==> config.mk <==
export PLATFORM = sky130hd
export DESIGN_NAME = dual_port_ram_param
export DESIGN_NICKNAME = d
export VERILOG_FILES = /design/src/rtl/dual_port_ram_param.sv
export SDC_FILE = /design/constraint.sdc
export NUM_CORES = 1
export LEC_CHECK = 0
export BUFFER_PORTS_ARGS = -buffer_cell sky130_fd_sc_hd__buf_4
export CAP_MARGIN = 20
export CORE_ASPECT_RATIO = 0.9
export CORE_MARGIN = 4
export CORE_UTILIZATION = 55
export CTS_CLUSTER_SIZE = 16
export DETAILED_ROUTE_END_ITERATION = 12
export PLACE_DENSITY = 0.71
export SYNTH_ARGS = -nofsm -noshare
export SYNTH_HDL_FRONTEND = slang
export SYNTH_SLANG_ARGS = --single-unit
==> constraint.sdc <==
create_clock -name clk -period 3.45 [get_ports clk]
set_input_delay 0.1725 -clock clk [delete_from_list [all_inputs] [get_ports clk]]
set_output_delay 0.1725 -clock clk [all_outputs]
set_load 0.02 [all_outputs]
==> src/rtl/dual_port_ram_param.sv <==
// dual_port_ram_param: true dual-port RAM with post-reset clear, collision arbitration, optional output register (DPRAM_OUT_REG_EN)
module dual_port_ram_param #(
  parameter int DATA_W = 8,
  parameter int ADDR_W = 4,
  parameter int RD_MODE = 0,
  parameter int COLL_PRIO = 0,
  parameter int CNT_W = 8,
  parameter logic [DATA_W-1:0] INIT_VAL = '0
) (
  input  logic              clk,
  input  logic              rst,
  input  logic              en_a,
  input  logic              we_a,
  input  logic [ADDR_W-1:0] addr_a,
  input  logic [DATA_W-1:0] data_in_a,
  output logic [DATA_W-1:0] data_out_a,
  output logic              valid_a,
  input  logic              en_b,
  input  logic              we_b,
  input  logic [ADDR_W-1:0] addr_b,
  input  logic [DATA_W-1:0] data_in_b,
  output logic [DATA_W-1:0] data_out_b,
  output logic              valid_b,
  output logic              busy,
  output logic              coll,
  output logic [CNT_W-1:0]  coll_cnt
);
  localparam int DEPTH = 2**ADDR_W;
  typedef enum logic {CLEAR, READY} state_t;
  state_t state_q, state_d;
  logic [ADDR_W-1:0] ptr_q, ptr_d;
  logic [DATA_W-1:0] mem_q [DEPTH];
  logic [DATA_W-1:0] rd_a_q, rd_a_d, rd_b_q, rd_b_d;
  logic vld_a_q, vld_a_d, vld_b_q, vld_b_d, coll_q, coll_d;
  logic [CNT_W-1:0] cnt_q, cnt_d;
  logic acc_a, acc_b, hit, wr_a, wr_b;
  // access qualification, collision arbitration, clear sequencing and read data selection
  always_comb begin
    acc_a = !rst && state_q == READY && en_a;
    acc_b = !rst && state_q == READY && en_b;
    hit = acc_a && we_a && acc_b && we_b && addr_a == addr_b;
    wr_a = acc_a && we_a && !(hit && COLL_PRIO != 0);
    wr_b = acc_b && we_b && !(hit && COLL_PRIO == 0);
    state_d = (state_q == CLEAR && ptr_q == '1) ? READY : state_q;
    ptr_d = (state_q == CLEAR) ? ptr_q + ADDR_W'(1) : ptr_q;
    rd_a_d = acc_a ? ((we_a && RD_MODE != 0) ? data_in_a : mem_q[addr_a]) : rd_a_q;
    rd_b_d = acc_b ? ((we_b && RD_MODE != 0) ? data_in_b : mem_q[addr_b]) : rd_b_q;
    vld_a_d = acc_a;
    vld_b_d = acc_b;
    coll_d = hit;
    cnt_d = (hit && cnt_q != '1) ? cnt_q + CNT_W'(1) : cnt_q;
  end
  // control and read-stage registers
  always_ff @(posedge clk) begin
    if (rst) begin
      state_q <= CLEAR;
      ptr_q <= '0;
      rd_a_q <= '0;
      rd_b_q <= '0;
      vld_a_q <= 1'b0;
      vld_b_q <= 1'b0;
      coll_q <= 1'b0;
      cnt_q <= '0;
    end else begin
      state_q <= state_d;
      ptr_q <= ptr_d;
      rd_a_q <= rd_a_d;
      rd_b_q <= rd_b_d;
      vld_a_q <= vld_a_d;
      vld_b_q <= vld_b_d;
      coll_q <= coll_d;
      cnt_q <= cnt_d;
    end
  end
  // storage: clear writes INIT_VAL at the pointer, otherwise the arbitrated port writes
  always_ff @(posedge clk) begin
    if (!rst && state_q == CLEAR) mem_q[ptr_q] <= INIT_VAL;
    if (wr_a) mem_q[addr_a] <= data_in_a;
    if (wr_b) mem_q[addr_b] <= data_in_b;
  end
`ifdef DPRAM_OUT_REG_EN
  logic [DATA_W-1:0] out_a_q, out_b_q;
  logic ov_a_q, ov_b_q;
  // extra output stage delaying data and valid together
  always_ff @(posedge clk) begin
    if (rst) begin
      out_a_q <= '0;
      out_b_q <= '0;
      ov_a_q <= 1'b0;
      ov_b_q <= 1'b0;
    end else begin
      out_a_q <= rd_a_q;
      out_b_q <= rd_b_q;
      ov_a_q <= vld_a_q;
      ov_b_q <= vld_b_q;
    end
  end
  assign data_out_a = out_a_q;
  assign data_out_b = out_b_q;
  assign valid_a = ov_a_q;
  assign valid_b = ov_b_q;
`else
  assign data_out_a = rd_a_q;
  assign data_out_b = rd_b_q;
  assign valid_a = vld_a_q;
  assign valid_b = vld_b_q;
`endif
  assign busy = state_q == CLEAR;
  assign coll = coll_q;
  assign coll_cnt = cnt_q;
endmodule

# After elaboration in Yosys (flattened, before gate mapping)
# Memory sizes are Yosys's and may differ from the RTL's. A register that Yosys moved wholly into a read port is not among the register bits.
# Index checks and enable logic that the tools add are counted.
# W data, S select, Z words.
[totals]
ff_bits = 16
word_cells = 37
ram_bits = 128
mem_count = 1
output_inout_bits = 28
inputBits = 30
[memory_table]
columns = ["name", "depth", "width", "read_ports", "rd_ports_with_merged_regs", "wr", "line", "rtl"]
rows = [
  ["mem_q", 16, 8, 2, 2, 2, "32", "logic [DATA_W-1:0] mem_q [DEPTH];"],
]
[op_classes]
n_mux = 9
n_addsub = 2
n_reduce_logical = 15
n_bitwise = 1
n_eq_ne = 3
[ops]
columns = ["op", "count"]
rows = [
  ["$logic_and A1 B1 Y1", 12],
  ["$add A8 B1 Y8 const B", 1],
  ["$mux W8", 1],
  ["$ne A8 B8 Y1 const B", 1],
  ["$reduce_or A8 Y1", 1],
  ["$mux W1", 7],
  ["$add A4 B1 Y4 const B", 1],
  ["$eq A4 B4 Y1", 1],
  ["$eq A4 B4 Y1 const B", 1],
  ["$mux W4", 1],
  ["$logic_not A1 Y1", 2],
  ["$not A1 Y1", 1],
]

# Longest topological paths before layout
# Gate-level depths: netlist (run 1).
[depth]
word_depth = 11
ltp_mapped = 7
mapped_depth_nobuf = 5

# Worst setup path after synthesis (run 1)
# No wires, ideal clock.
[synth_timing]
path_kind = "register to register"
start = "register state_q"
end = "memory mem_q[13][0] (enable)"
required_time_ns = 3.066
synth_period_minus_slack_ns = 2.375
n_path_buf = 2
setup_slack_ns = 1.075
setup_time_ns = 0.384
path_stages_with_launch = 7
arrival_time_ns = 1.991
cell_sequence = "dfxtp_1 > and3b_1 > clkbuf_1 > and2_1 > clkbuf_1 > a31oi_1 > o21ai_0"
[synth_lines]
columns = ["element", "line", "rtl"]
rows = [
  ["start, declared", "30", "state_t state_q, state_d;"],
  ["start signal, assigned", "65", "state_q <= state_d;"],
  ["end, declared", "32", ""],
]

==> flow_summary.ini, run 1 <==
[timing]
relSlewSlack_pct = 27.0
rsz0062_at_grt = no
skew_ns = 0.0106
fmax_mhz = 342
worstMarginPinSlew_ns = 1.09
setup_tns_ns = 0
slew_viol_final = 0
min_period_over_period_pct = 84.7
finalHoldViolations = 0
setup_viol = 0
fin_crit_ns = 2.92

[setup_path]
crit_slowest_cell = dfxtp_1
critPathCaptureType = flop
cp_num_buf_inv = 0
path_cells = nand3b_4, or2_2, a2111oi_4, and2_1, o21bai_1
critPathKind = flop to flop
arrival_ns = 2.98
required_ns = 3.51
critPathMaxStageDelay_ns = 0.60
start_kind = flop
critPathMaxFanout = 11
path_delay_family = simple AND/OR/NAND/NOR gates

[floorplanning]
die_h_um = 131
io_pins = 58
start_util_pct = 56.5
dieArea_sq_um = 18900
die_w_um = 144
coreArea_sq_um = 16300
rows = 44

[flow_run]
max-cap-violations = 0

[global_route]
grt_max_degree = 30
gr-total-overflow = 0
antenna_found_initial = 0
track_usage_pct = 29.0
grt_pass1_wl_um = 39500
grt_pass1_vias = 6503

[clocking]
tritoncts = yes
clockBufferDepth = 2
clock-sinks = 160
cts_made_buffers = 17
cts.reportedPaths.clkPinSlew_ns = 0.07
cts_resized = 0
hold_buffers = 0
post-cts-setup-buffers = 0
htreeDepth = 4
ctsRootBufferMaster = clkbuf_16
clock_latency_ns = 0.43

[layout]
area_growth_pct = 12.5
fill_cells = 1213
diodes = 0
drive_above_1_share_pct = 45.9
post-route-util_pct = 63.5
num-nets-final = 725

[place]
hpwl_um = 17700
numPortBuffers = 57
gp_congestion = 0.940

[pwr]
leakage_nw = 3.67
peakVddDrop_mv = 0.346
power_density_nw_per_um2 = 409

[synth]
synth_ff_type = edfxtp_1
synthesis.area_sq_um = 9210
synth_fp_nets = 687
synthArstFlopShare_pct = 0
ys_types = 54
syn_inst = 655
syn_avg_cell_area_sq_um = 14.1
yosys_register_bits = 160
synth_edf_count = 128
ys_warn_count = 0
ys_seq_area_share_pct = 48.7

[routing]
ant_nets = 0
via_per_inst = 6.95
wirelength_um = 26500
vias = 6344
dr.first_iter.drc_count = 892
wire_per_inst_um = 29.0
drt_pre_antenna_iters = 6
drcViolationCount = 0

[status]
status = finished clean

[hold_path]
timing.hold.worst.class = input port to flop
[state kept, by name (all words and copies together) (netlist names)]
name and count:
mem_q 128, data_out_a 8, coll 1, ptr_q 4, coll_cnt 8, data_out_b 8, state_q 1, valid_a 1
valid_b 1
[kinds of logic after synthesis]
logic type | synth area share, %
xor gates and xnor gates | 0.761
adders and majority gates | 0.272
DFF | 48.7
AOI/OAI and AO/OA | 6.80
and+or+nand+nor | 6.85
muxes | 32.9
buffers and inverters | 3.68
[area by class of cell]
cell class,instances,area (sq um),share of cell area [%]
Multi-Input combinational cell,420,4380,42.3
Sequential cell,160,4480,43.3
Clock inverter,15,136,1.32
Clock buffer,17,425,4.11
Tap cell,207,259,2.50
Inverter,11,41.3,0.399
Timing Repair Buffer,83,623,6.02
[synthesized netlist by cell type, types with 7 or more instances]
library cell	count	area share, %
o21ai_0	13	0.71
o21bai_1	10	0.82
and3_1	8	0.54
a221o_1	8	0.87
dfxtp_1	32	7.0
buf_1	15	0.61
a21oi_1	8	0.43
mux4_2	54	13
edfxtp_1	128	42
nand2_1	35	1.4
mux2i_1	26	2.8
buf_2	16	0.87
buf_4	10	0.82
nor2_1	17	0.69
a22o_1	8	0.76
and2_1	9	0.61
inv_1	10	0.41
nand3_1	7	0.38
xor2_1	7	0.67
mux2_2	138	17
a31oi_1	7	0.48
clkbuf_1	23	0.94
nor2b_1	8	0.54
[tightest hold or removal path: stages]
cell and delay, ns:
buf_4 0.10, nand3b_4 0.11, inv_1 0.07
[cell usage in the layout (no fill, tap or decap), types with 3 or more instances in the layout]
cell       Yosys  layout
a21oi_1        8       8
a221o_1        8       8
a221oi_1       4       4
a22o_1         8       8
a22oi_1        4       4
a31oi_1        7       7
a32oi_1        5       5
and2_1         9       9
and3_1         8       8
buf_4         10      83
clkbuf_16      0      17
clkinv_2       0       3
clkinv_4       0       4
dfxtp_1       32      32
edfxtp_1     128     128
inv_1         10      10
inv_6          0       3
mux2_2       138     138
mux2i_1       26      26
mux4_2        54      54
nand2_1       35      35
nand3_1        7       7
nor2_1        17      17
nor2_2         3       3
nor2b_1        8       8
o21ai_0       13      13
o21bai_1      10      10
or2_2          3       3
or3_1          5       5
xor2_1         7       7
[where the power goes]
group | internal, W | switching [W]
sequential | 0.00208 | 0.0000192
combinational | 0.000121 | 0.000181
clock | 0.00100 | 0.000832
[per-stage QoR]
| step | area (sq um) | setup WS, ns | total power, W | instances | hold slack [ns] |
|---|---|---|---|---|---|
| 3_5_place_dp | 9780 | 0.612 | 0.00244 | 880 | 0.478 |
| 6_report | 10400 | 0.528 | 0.00424 | 913 | 0.0545 |
| 3_3_place_gp | 9780 | 0.726 | 0.00243 | 880 | 0.472 |
| 2_1_floorplan | 9210 | 1.07 | 0.00233 | 655 | 0.328 |
| 4_1_cts | 10300 | 0.555 | 0.00423 | 912 | 0.0420 |
| 5_1_grt | 10400 | 0.432 | 0.00435 | 913 | 0.0512 |
[layer usage]
layer / GRT usage, % / part of all wire (%) / routed length [um]
met1: 39.5 / 40 / 10700
met2: 47.0 / 48 / 12800
met3: 6.00 / 9.1 / 2410
met4: 9.71 / 2.3 / 606
met5: 0 / 0 / 0
[worst paths after layout]
path	startpoint	endpoint	slack, ns	cells after the start
setup / recovery	state_q$_SDFFE_PP0P_	mem_q[3][5]$_DFFE_PP_	0.53	5
hold / removal	en_b	valid_b$_SDFF_PP0_	0.05	3
setup reg to reg	state_q$_SDFFE_PP0P_	mem_q[3][5]$_DFFE_PP_	0.53	5
hold reg to reg	data_out_b[5]$_SDFFE_PP0N_	data_out_b[5]$_SDFFE_PP0N_	0.49	1
Power figures use the tool's default switching activity.
==> inputs of run 2 (changes only) <==
PLACE_DENSITY = 0.74   (was 0.71)
clock period = 2.44 ns   (was 3.45 ns; I/O delays follow)
==> flow_summary.ini, run 2 (same netlist as run 1, synthesis figures left out) <==
[status]
status = finished clean

[place]
gp_congestion = 0.931
numPortBuffers = 57
pre_cts_ws_ns = 0.0197
dp.cells = 915
hpwl_um = 17900
post_dp_cell_area_sq_um = 10100

[global_route]
gr-total-overflow = 0
antenna_found_initial = 0
grt_max_degree = 35
grt_pass1_wl_um = 39500
grt_pass1_vias = 6452
track_usage_pct = 29.1

[layout]
instances_no_fill = 949
num-nets-final = 761
regMostFlops = mem_q
drive_above_1_share_pct = 48.7
final_area_sq_um = 10700
area_growth_pct = 16.3
mostFrequentLayoutCells = mux2_2, edfxtp_1, buf_4, mux4_2, nand2_1
diodes = 0
final_common_cell = mux2_2
largest_reg_flops = 128

[setup_path]
critPathMaxStageDelay_ns = 0.38
critPathKind = flop to flop
critPathMaxFanout = 9
worst_r2r_endpoint = mem_q[1][0]$_DFFE_PP_
critPathCaptureType = flop
arrival_ns = 2.49
crit_slowest_cell = dfxtp_1
reg2reg_from = state_q$_SDFFE_PP0P_
start_kind = flop
crit_top_cell = buf_4
required_ns = 2.56
path_cells = nand3b_4, or2_2, a2111oi_4, and2_1, buf_4, o21bai_1, buf_4
reg2regPathDepth = 7
rrSetupSlack_ns = 0.07

[routing]
wire_per_inst_um = 27.7
via_per_inst = 6.74
wirelength_um = 26300
drt_pre_antenna_iters = 6
vias = 6398
ant_nets = 0
dr.first_iter.drc_count = 783
drcViolationCount = 0

[timing]
finalHoldViolations = 0
min_period_over_period_pct = 97.1
relSlewSlack_pct = 46.6
fmax_mhz = 422
setup_viol = 0
fin_crit_ns = 2.37
setup_ws_ns = 0.0707
slew_viol_final = 0
worstMarginPinSlew_ns = 0.800
skew_ns = 0.00954
rsz0062_at_grt = yes

[hold_path]
timing.hold.worst.class = input port to flop
min_delay_worst_endpoint = coll_cnt[5]$_SDFFE_PP0P_
worstHoldPathCells = 3
min-delay-start = rst

[floorplanning]
io_pins = 58
start_util_pct = 56.5
dieArea_sq_um = 18900
die_h_um = 131
coreArea_sq_um = 16300
die_w_um = 144
rows = 44

[clocking]
htreeDepth = 4
clockBufferDepth = 2
clock_latency_ns = 0.43
ctsRootBufferMaster = clkbuf_16
cts.reportedPaths.clkPinSlew_ns = 0.07
hold_buffers = 0
clock-sinks = 160
tritoncts = yes
cts_made_buffers = 17

[pwr]
power_density_nw_per_um2 = 568
peakVddDrop_mv = 0.487
leakage_nw = 3.86
p_total_w = 0.00608

[flow_run]
max-cap-violations = 0
-- run 2: cell type report --
cell class | count | area (sq um)
fillers | 1195 | 5590
well taps | 207 | 259
clock buffers | 20 | 447
multi-input cells | 420 | 4390
inverters | 11 | 41.3
flip-flops and latches | 160 | 4480
repair buffers | 119 | 947
clock inverters | 12 | 136
-- run 2: report_power, final --
group	total, W	switching (W)	internal (W)
registers	0.00297	0.0000235	0.00295
logic	0.000463	0.000271	0.000192
clock network	0.00265	0.00112	0.00154
total	0.00608	0.00141	0.00467
-- run 2: worst max-delay path: cells and delay by family (launching register included) --
kind | cells | cell delay (ns)
buf+inv | 2 | 0.51
simple gates | 3 | 0.65
compound gates | 2 | 0.51
flops | 1 | 0.38
-- run 2: timing repair --
| action | CTS | global route |
|---|---|---|
| cloned | 0 | 0 |
| endpoints found under the hold margin | 0 | 0 |
| pin swaps | 0 | 1 |
| buffers inserted | 0 | 2 |
| gates resized for setup | 1 | 2 |
| endpoints found under the setup margin | 8 | 52 |
-- run 2: stage by stage --
step | TNS [ns] | utilization (%) | hold WS (ns)
final | 0 | 65.7 | 0.0926
after detailed placement | 0 | 61.9 | 0.478
after global routing | -0.902 | 65.7 | 0.108
after global placement | 0 | 61.9 | 0.469
after CTS | 0 | 65.5 | 0.0799
after floorplan | 0 | - | 0.278
-- run 2: layer usage --
layer / vias to the layer above / GRT usage (%) / share of wire, % / wire length, um
met5: - / 0 / 0 / 0
met2: 380 / 44.9 / 47 / 12300
li1: 2732 / - / - / -
met1: 3227 / 40.0 / 39 / 10300
met4: 0 / 9.38 / 3.2 / 842
met3: 59 / 8.66 / 11 / 2870
-- run 2: worst max-delay path by stage --
stage | startpoint | to | slack, ns
2_1_floorplan | state_q$_SDFFE_PP0P_ | mem_q[13][0]$_DFFE_PP_ | 0.06
3_3_place_gp | state_q$_SDFFE_PP0P_ | mem_q[14][7]$_DFFE_PP_ | 0.07
3_5_place_dp | state_q$_SDFFE_PP0P_ | mem_q[14][7]$_DFFE_PP_ | 0.02
4_1_cts | state_q$_SDFFE_PP0P_ | mem_q[12][1]$_DFFE_PP_ | 0.04
5_1_grt | state_q$_SDFFE_PP0P_ | mem_q[11][2]$_DFFE_PP_ | -0.05
6_report | state_q$_SDFFE_PP0P_ | mem_q[1][0]$_DFFE_PP_ | 0.07
==> inputs of run 3 (changes only) <==
GPL_TIMING_DRIVEN = 0   (was default)
MAX_ROUTING_LAYER = met4   (was default)
==> flow_summary.ini, run 3 (same netlist as run 1, synthesis figures left out) <==
[status]
status = finished clean

[floorplanning]
io_pins = 58
die_h_um = 131
dieArea_sq_um = 18900
die_w_um = 144
start_util_pct = 56.5
rows = 44
coreArea_sq_um = 16300

[routing]
wire_per_inst_um = 29.4
vias = 6663
dr.first_iter.drc_count = 877
via_per_inst = 6.90
drt_pre_antenna_iters = 6
ant_nets = 0
drcViolationCount = 0
wirelength_um = 28400

[setup_path]
arrival_ns = 2.58
critPathCaptureType = flop
start_kind = flop
critPathKind = flop to flop
rrSetupSlack_ns = 0.01
reg2reg_from = state_q$_SDFFE_PP0P_
endpoint = mem_q[1][7]$_DFFE_PP_
worst_r2r_endpoint = mem_q[1][7]$_DFFE_PP_
reg2regPathDepth = 7
critPathMaxFanout = 10
required_ns = 2.59
cp-startpoint = state_q$_SDFFE_PP0P_

[layout]
num-nets-final = 779
mostFrequentLayoutCells = mux2_2, edfxtp_1, buf_4, mux4_2, nand2_1
regMostFlops = mem_q
final_common_cell = mux2_2
instances_no_fill = 965
drive_above_1_share_pct = 48.0
final_area_sq_um = 11000
diodes = 0
area_growth_pct = 19.5
largest_reg_flops = 128

[clocking]
htreeDepth = 4
clock_latency_ns = 0.44
clockBufferDepth = 2
cts_made_buffers = 17
cts.reportedPaths.clkPinSlew_ns = 0.06
ctsRootBufferMaster = clkbuf_16
clock-sinks = 160
tritoncts = yes

[timing]
skew_ns = 0.0166
slew_viol_final = 0
whs_ns = 0.0372
setup_viol = 0
worstMarginPinSlew_ns = 1.06
fmax_mhz = 412
relSlewSlack_pct = 29.4
fin_crit_ns = 2.43
min_period_over_period_pct = 99.5
finalHoldViolations = 0

[place]
hpwl_um = 18800
numPortBuffers = 51
gp_congestion = 1.03
dp.cells = 917
post_dp_cell_area_sq_um = 9880

[flow_run]
max-cap-violations = 0

[pwr]
p_total_w = 0.00597
peakVddDrop_mv = 0.464
leakage_nw = 3.90
power_density_nw_per_um2 = 543

[global_route]
grt_max_degree = 17
antenna_found_initial = 0
grt_pass1_vias = 6826
grt_pass1_wl_um = 40600
track_usage_pct = 31.2
gr-total-overflow = 0

[hold_path]
timing.hold.worst.class = input port to flop
[run 3: changes by cell type in the layout (fill, tap and decap cells not counted), moves of 5 or more]
cell and delta:
a31oi_1 -5, buf_1 +15, buf_12 +7, buf_2 +15
buf_4 -44, clkbuf_1 +22, o21bai_1 -9, o21bai_4 +10
[run 3: area by class of cell]
type / instances / area [sq um]
Buffer: 64 / 315
Sequential cell: 160 / 4480
Clock buffer: 20 / 437
Tap cell: 207 / 259
Fill cell: 1108 / 5300
Clock inverter: 10 / 91.3
Multi-Input combinational cell: 420 / 4680
Inverter: 11 / 41.3
Timing Repair Buffer: 73 / 692
[run 3: stage by stage]
stage               setup TNS, ns  util (%)  worst slack, ns
detailed placement         -88.57      60.6           -0.852
floorplan                       0         -           0.0646
CTS                             0      67.0          0.00788
global route               -0.263      67.5          -0.0308
finish                          0      67.5           0.0122
global placement           -97.83      60.4            -1.13
[run 3: report_power, final]
group	internal (W)	leakage, nW	switching, W
clock	0.00139	0.256	0.00110
sequential	0.00295	1.25	0.0000251
combinational	0.000203	2.39	0.000313
total	0.00454	3.90	0.00143
[run 3: layer usage]
layer	track usage [%]	vias up	share of wire [%]
li1	-	2758	-
met2	48.6	512	46
met1	38.5	3258	37
met3	7.82	135	12
met4	15.0	0	5.2
met5	-	-	0
[run 3: repair_timing]
action                                 in CTS  in global routing
buffers inserted                           15                  2
pin swaps                                  15                  1
setup endpoints to repair                 205                163
endpoints found under the hold margin       1                  0
gates resized for setup                    47                 13
hold buffers                                1                  0
[run 3: worst min-delay path by stage]
stage | from | cells past startpoint | endpoint | slack (ns)
6_report | data_in_b[2] | 2 | mem_q[1][2]$_DFFE_PP_ | 0.04
5_1_grt | data_in_b[2] | 2 | mem_q[4][2]$_DFFE_PP_ | 0.04
3_5_place_dp | en_b | 3 | valid_b$_SDFF_PP0_ | 0.43
4_1_cts | data_in_b[2] | 2 | mem_q[1][2]$_DFFE_PP_ | 0.03
2_1_floorplan | en_b | 2 | valid_b$_SDFF_PP0_ | 0.28
3_3_place_gp | en_b | 3 | valid_b$_SDFF_PP0_ | 0.43
[run 3: critical path, cell delays in order, from the launching register on]
cell      delay (ns)
dfxtp_1         0.33
and3b_2         0.32
clkbuf_4        0.27
and2_1          0.23
mux2i_1         0.26
nand2_1         0.31
o21bai_4        0.27
buf_12          0.16
